### src/rtl/mem_access_unit.sv
// Load/store front-end between the execute stage and memory.
// Ports: req_* request handshake in, resp_* response handshake out,
//        mem_* address/width/enable/data to memory, mem_rdata back.

package mem_access_pkg;
    typedef enum logic [1:0] {
        write_byte = 2'd0,
        write_half = 2'd1,
        write_word = 2'd2
    } write_width_t;
endpackage

module mem_access_unit
    import mem_access_pkg::*;
#(
    parameter int XLEN           = 32,
    parameter int MEM_RD_LATENCY = 1
) (
    input  logic            clk,
    input  logic            reset_n,
    input  logic            req_valid,
    output logic            req_ready,
    input  logic            req_write,
    input  logic [2:0]      req_funct3,
    input  logic [XLEN-1:0] req_addr,
    input  logic [XLEN-1:0] req_wdata,
    output logic            resp_valid,
    input  logic            resp_ready,
    output logic [XLEN-1:0] resp_rdata,
    output logic            resp_misalign,
    output logic            resp_illegal,
    output logic [XLEN-1:0] mem_addr,
    output write_width_t    mem_wwidth,
    output logic            mem_wenable,
    output logic [XLEN-1:0] mem_wdata,
    input  logic [XLEN-1:0] mem_rdata
);

    localparam int CW = (MEM_RD_LATENCY > 1) ? $clog2(MEM_RD_LATENCY) : 1;
    localparam logic [CW-1:0] WAIT_INIT = CW'(MEM_RD_LATENCY - 1);

    typedef enum logic [1:0] {IDLE, ACCESS, WAIT, RESP} state_t;

    state_t          state;
    logic            write_q;
    logic [2:0]      funct3_q;
    logic [CW-1:0]   wait_cnt;

    logic            dec_illegal;
    logic            dec_misalign;
    write_width_t    dec_width;
    logic [XLEN-1:0] dec_wdata;
    logic [XLEN-1:0] ext_rdata;

    // Gated by reset_n so the unit never advertises ready while held in reset.
    assign req_ready = (state == IDLE) && reset_n;

    // Request decode: funct3[1:0] gives the access size for loads and stores.
    always_comb begin
        dec_illegal  = req_write ? (req_funct3 > 3'b010)
                                 : (req_funct3 == 3'b011 || req_funct3[2:1] == 2'b11);
        dec_misalign = 1'b0;
        dec_width    = write_byte;
        dec_wdata    = '0;
        case (req_funct3[1:0])
            2'b00: begin
                dec_wdata = {{(XLEN-8){1'b0}}, req_wdata[7:0]};
            end
            2'b01: begin
                dec_width    = write_half;
                dec_misalign = req_addr[0];
                dec_wdata    = {{(XLEN-16){1'b0}}, req_wdata[15:0]};
            end
            2'b10: begin
                dec_width    = write_word;
                dec_misalign = |req_addr[1:0];
                dec_wdata    = req_wdata;
            end
            default: ;
        endcase
        // An illegal encoding has no meaningful size, so it never reports misalignment.
        if (dec_illegal) dec_misalign = 1'b0;
    end

    // Load data extension selected by the registered width code.
    always_comb begin
        ext_rdata = '0;
        case (funct3_q)
            3'b000:  ext_rdata = {{(XLEN-8){mem_rdata[7]}}, mem_rdata[7:0]};
            3'b001:  ext_rdata = {{(XLEN-16){mem_rdata[15]}}, mem_rdata[15:0]};
            3'b010:  ext_rdata = mem_rdata;
            3'b100:  ext_rdata = {{(XLEN-8){1'b0}}, mem_rdata[7:0]};
            3'b101:  ext_rdata = {{(XLEN-16){1'b0}}, mem_rdata[15:0]};
            default: ext_rdata = '0;
        endcase
    end

    always_ff @(posedge clk or negedge reset_n) begin
        if (!reset_n) begin
            state         <= IDLE;
            write_q       <= 1'b0;
            funct3_q      <= 3'b000;
            wait_cnt      <= '0;
            resp_valid    <= 1'b0;
            resp_rdata    <= '0;
            resp_misalign <= 1'b0;
            resp_illegal  <= 1'b0;
            mem_addr      <= '0;
            mem_wwidth    <= write_byte;
            mem_wenable   <= 1'b0;
            mem_wdata     <= '0;
        end else begin
            unique case (state)
                IDLE: begin
                    if (req_valid) begin
                        write_q  <= req_write;
                        funct3_q <= req_funct3;
                        if (dec_illegal || dec_misalign) begin
                            // Faults skip memory entirely.
                            state         <= RESP;
                            resp_valid    <= 1'b1;
                            resp_rdata    <= '0;
                            resp_illegal  <= dec_illegal;
                            resp_misalign <= dec_misalign;
                        end else begin
                            state       <= ACCESS;
                            mem_addr    <= req_addr;
                            mem_wwidth  <= dec_width;
                            mem_wdata   <= dec_wdata;
                            mem_wenable <= req_write;
                        end
                    end
                end
                ACCESS: begin
                    mem_wenable <= 1'b0;
                    if (write_q) begin
                        state      <= RESP;
                        resp_valid <= 1'b1;
                    end else begin
                        state    <= WAIT;
                        wait_cnt <= WAIT_INIT;
                    end
                end
                WAIT: begin
                    if (wait_cnt == '0) begin
                        state      <= RESP;
                        resp_valid <= 1'b1;
                        resp_rdata <= ext_rdata;
                    end else begin
                        wait_cnt <= wait_cnt - CW'(1);
                    end
                end
                RESP: begin
                    if (resp_ready) begin
                        state         <= IDLE;
                        resp_valid    <= 1'b0;
                        resp_rdata    <= '0;
                        resp_misalign <= 1'b0;
                        resp_illegal  <= 1'b0;
                    end
                end
                default: state <= IDLE;
            endcase
        end
    end

endmodule

### config.mk
export PLATFORM = sky130hd
export DESIGN_NAME = mem_access_unit
export DESIGN_NICKNAME = d
export VERILOG_FILES = /design/src/rtl/mem_access_unit.sv
export SDC_FILE = /design/constraint.sdc
export NUM_CORES = 1
export LEC_CHECK = 0
export BUFFER_PORTS_ARGS = -buffer_cell sky130_fd_sc_hd__buf_4
export CORE_AREA = 4 4 101 103
export CTS_CLUSTER_DIAMETER = 150
export DETAILED_ROUTE_END_ITERATION = 7
export DIE_AREA = 0 0 105 107
export PLACE_DENSITY = 0.95
export REMOVE_ABC_BUFFERS = 1
export SYNTH_ARGS = -nofsm -noshare
export SYNTH_HDL_FRONTEND = slang
export SYNTH_SLANG_ARGS = --single-unit
### constraint.sdc
create_clock -name clk -period 3.5 [get_ports clk]
set_input_delay 1.05 -clock clk [delete_from_list [all_inputs] [get_ports clk]]
set_output_delay 1.05 -clock clk [all_outputs]
set_load 0.02 [all_outputs]
==> impl_metrics.json <==
{
  "wl_mm": 12.7,
  "die_h_um": 107,
  "postCtsSetupBuffers": 0,
  "layout_commonest_cell": "buf_4",
  "start_kind": "primary input",
  "slew_headroom_pct": 32.5,
  "first_global_vias": 3899,
  "grt_max_degree": 74,
  "powerDensity_nw_per_um2": 901,
  "track_usage_pct": 22.2,
  "fmax_mhz": 353,
  "rows": 35,
  "fin_tns_setup_ns": 0,
  "synthCells": 411,
  "final_cell_mix": "buf_4 (214), dfrtp_1 (108), nand2_1 (80)",
  "synth-simple-area-share_pct": 9.80,
  "syn-cell-area_um2": 4690,
  "wire_per_inst_um": 17.4,
  "synthAdderAreaFrac_pct": 3.20,
  "avgSynthCellArea_um2": 11.4,
  "outcome": "completed",
  "grt_pass1_wl_mm": 19.7,
  "worstMarginPinSlew_ns": 1.01,
  "power.total_mw": 5.87,
  "cp_slowest_cell": "buf_4",
  "via_count": 3931,
  "syn_to_final_growth_pct": 39.0,
  "grt-ovfl-total": 0,
  "yosys.area.top_type": "dfrtp_1",
  "end_kind": "register",
  "maxCapViolCount": 0,
  "yosysWarningCount": 0,
  "nFillCells": 664,
  "cts_hold_buffers": 0,
  "fin_crit_sh_pct": 81.0,
  "core_um2": 9200,
  "yosys.area_share.xor_xnor_pct": 0,
  "reg2reg_setup_slack_ns": 1.13,
  "hpwl_mm": 9.73,
  "path_max_fanout": 59,
  "finalNonFillerCells": 726,
  "startpoint": "req_funct3[0]",
  "drc": 0,
  "drt_iter0_drc": 220,
  "dieArea_um2": 11200,
  "synth_top_family_by_area": "compound AO/OA/AOI/OAI gates",
  "synth-compound-area-share_pct": 16.7,
  "final_max_slew_viol_count": 0,
  "die_w_um": 105,
  "fin_hold_ws_ns": 0.492,
  "irDropWorstVdd_v": 0.000488,
  "p_leak_nw": 3.27,
  "nets": 726,
  "synthArstFlopShare_pct": 100,
  "clk_latency_ns": 0.36,
  "crit_path_max_incr_delay_ns": 0.38,
  "tritoncts": "done",
  "required_ns": 3.74,
  "critPathKind": "primary input to register",
  "regArea_um2": 2700,
  "ant_nets": 0,
  "finalSetupViolations": 0,
  "cts_max_path_buffers": 2,
  "reg2reg_from": "state[0]",
  "synth_cell_type_count": 36,
  "cts_buffers": 9,
  "port_buffers": 206,
  "synth_area_leaders": "dfrtp_1 (58%), mux2_2 (8.9%), nand2_1 (6.4%)",
  "synth_edf_count": 0,
  "clock_sinks": 108,
  "synth_seq_cells": 108,
  "crit_chain": "buf_4 > inv_1 > ha_1 > o211a_1 > a31oi_1 > nand4_1 > buf_4 > mux2_2",
  "cts-root-buf": "clkbuf_8",
  "hold_viol": 0,
  "ioPinCount": 207,
  "gp_congestion": 0.888,
  "antennaDiodeCount": 0,
  "yosys.area.top_type_share_pct": 57.7,
  "multi_input_area_um2": 1830,
  "clk_transition_reported_paths_ns": 0.10,
  "vias_per_cell": 5.41,
  "fin_skew_ns": 0.0160,
  "cts.htree.levels": 3,
  "finalCriticalPeriod_ns": 2.83,
  "min_path_type": "register to register",
  "final_layout_size_suffix_gt1_share_pct": 45.9,
  "synth_seq_area_share_pct": 57.7,
  "crit_top_cell": "buf_4",
  "drt_pre_antenna_iters": 4,
  "dp_cells": 710,
  "initial_core_util_pct": 51.0,
  "hp-start": "mem_wdata[9]",
  "cts_resized": 0,
  "antenna_found_initial": 0,
  "synthMuxAreaShare_pct": 9.32,
  "rsz0062_at_grt": "false",
  "crit_arrival_ns": 3.07,
  "ys_dominant_reg_cell": "dfrtp_1"
}
==> synth_stat cells, drive strengths merged (2+ instances only) <==
library cell,n
mux2i,2
o2bb2ai,17
a21oi,26
nor2,5
and3,2
mux2,37
nand2,80
clkbuf,18
nor2b,4
or3,2
nor3,3
nand3,2
ha,12
a22o,16
dfrtp,108
inv,7
buf,8
o22ai,2
o21ai,48
==> sequential cells by signal, indices dropped and copies added (netlist names) <==
signal	flops
write_q	1
mem_wdata	32
resp_misalign	1
resp_valid	1
mem_wwidth	2
funct3_q	3
mem_wenable	1
resp_rdata	32
mem_addr	32
resp_illegal	1
state	2
==> per-stage QoR <==
step / instance area [µm²] / util [%] / setup slack [ns]
after floorplan: 4560 / - / -1.72
after global placement: 6300 / 68.6 / 0.454
after detailed placement: 6300 / 68.6 / 0.351
after CTS: 6520 / 70.8 / 0.742
after global routing: 6520 / 70.8 / 0.637
final: 6520 / 70.8 / 0.666
==> worst max-delay path, delay by kind of cell <==
family	cells	cell delay, ns
AND/OR/NAND/NOR	1	0.24
buffers and inverters	3	0.64
adder cells (fa/ha/maj)	1	0.28
AO/OA/AOI/OAI	2	0.49
multiplexers	1	0.36
==> routing by layer <==
layer	routed length, µm	GRT usage (%)	vias up
met5	0	0	-
met4	321	7.69	0
met3	1040	6.62	26
met2	6450	38.6	201
met1	4830	26.1	1862
li1	-	-	1842
==> area by class of cell <==
class	count	share of cell area (%)
clock buffer	9	1.90
clock inverter	7	1.33
inverter	7	0.403
multi-input combinational	270	28.1
sequential	108	41.5
tap	111	2.13
timing repair buffer	214	24.7
==> cells by family (layout without fill, tap and decap cells) <==
family / count (synthesis) / in the layout
compound gates: 115 / 115
fa+ha+maj: 12 / 12
buf+inv: 33 / 237
flops: 108 / 108
mux: 39 / 39
simple gates: 104 / 104
==> report_power, final <==
group	switching, mW	internal [mW]	total (mW)
logic	1.63	1.28	2.91
registers	0.376	1.80	2.18
clock network	0.434	0.344	0.778
==> path summary, 6_finish.rpt <==
kind,to,cells past startpoint
max in group asynchronous,mem_wdata[14],3
setup reg to reg,mem_addr[6],7
min in group asynchronous,resp_rdata[11],2
setup / recovery,mem_addr[6],8
hold / removal,mem_wdata[9],2
hold reg to reg,mem_wdata[9],2
Power figures use the tool's default switching activity.
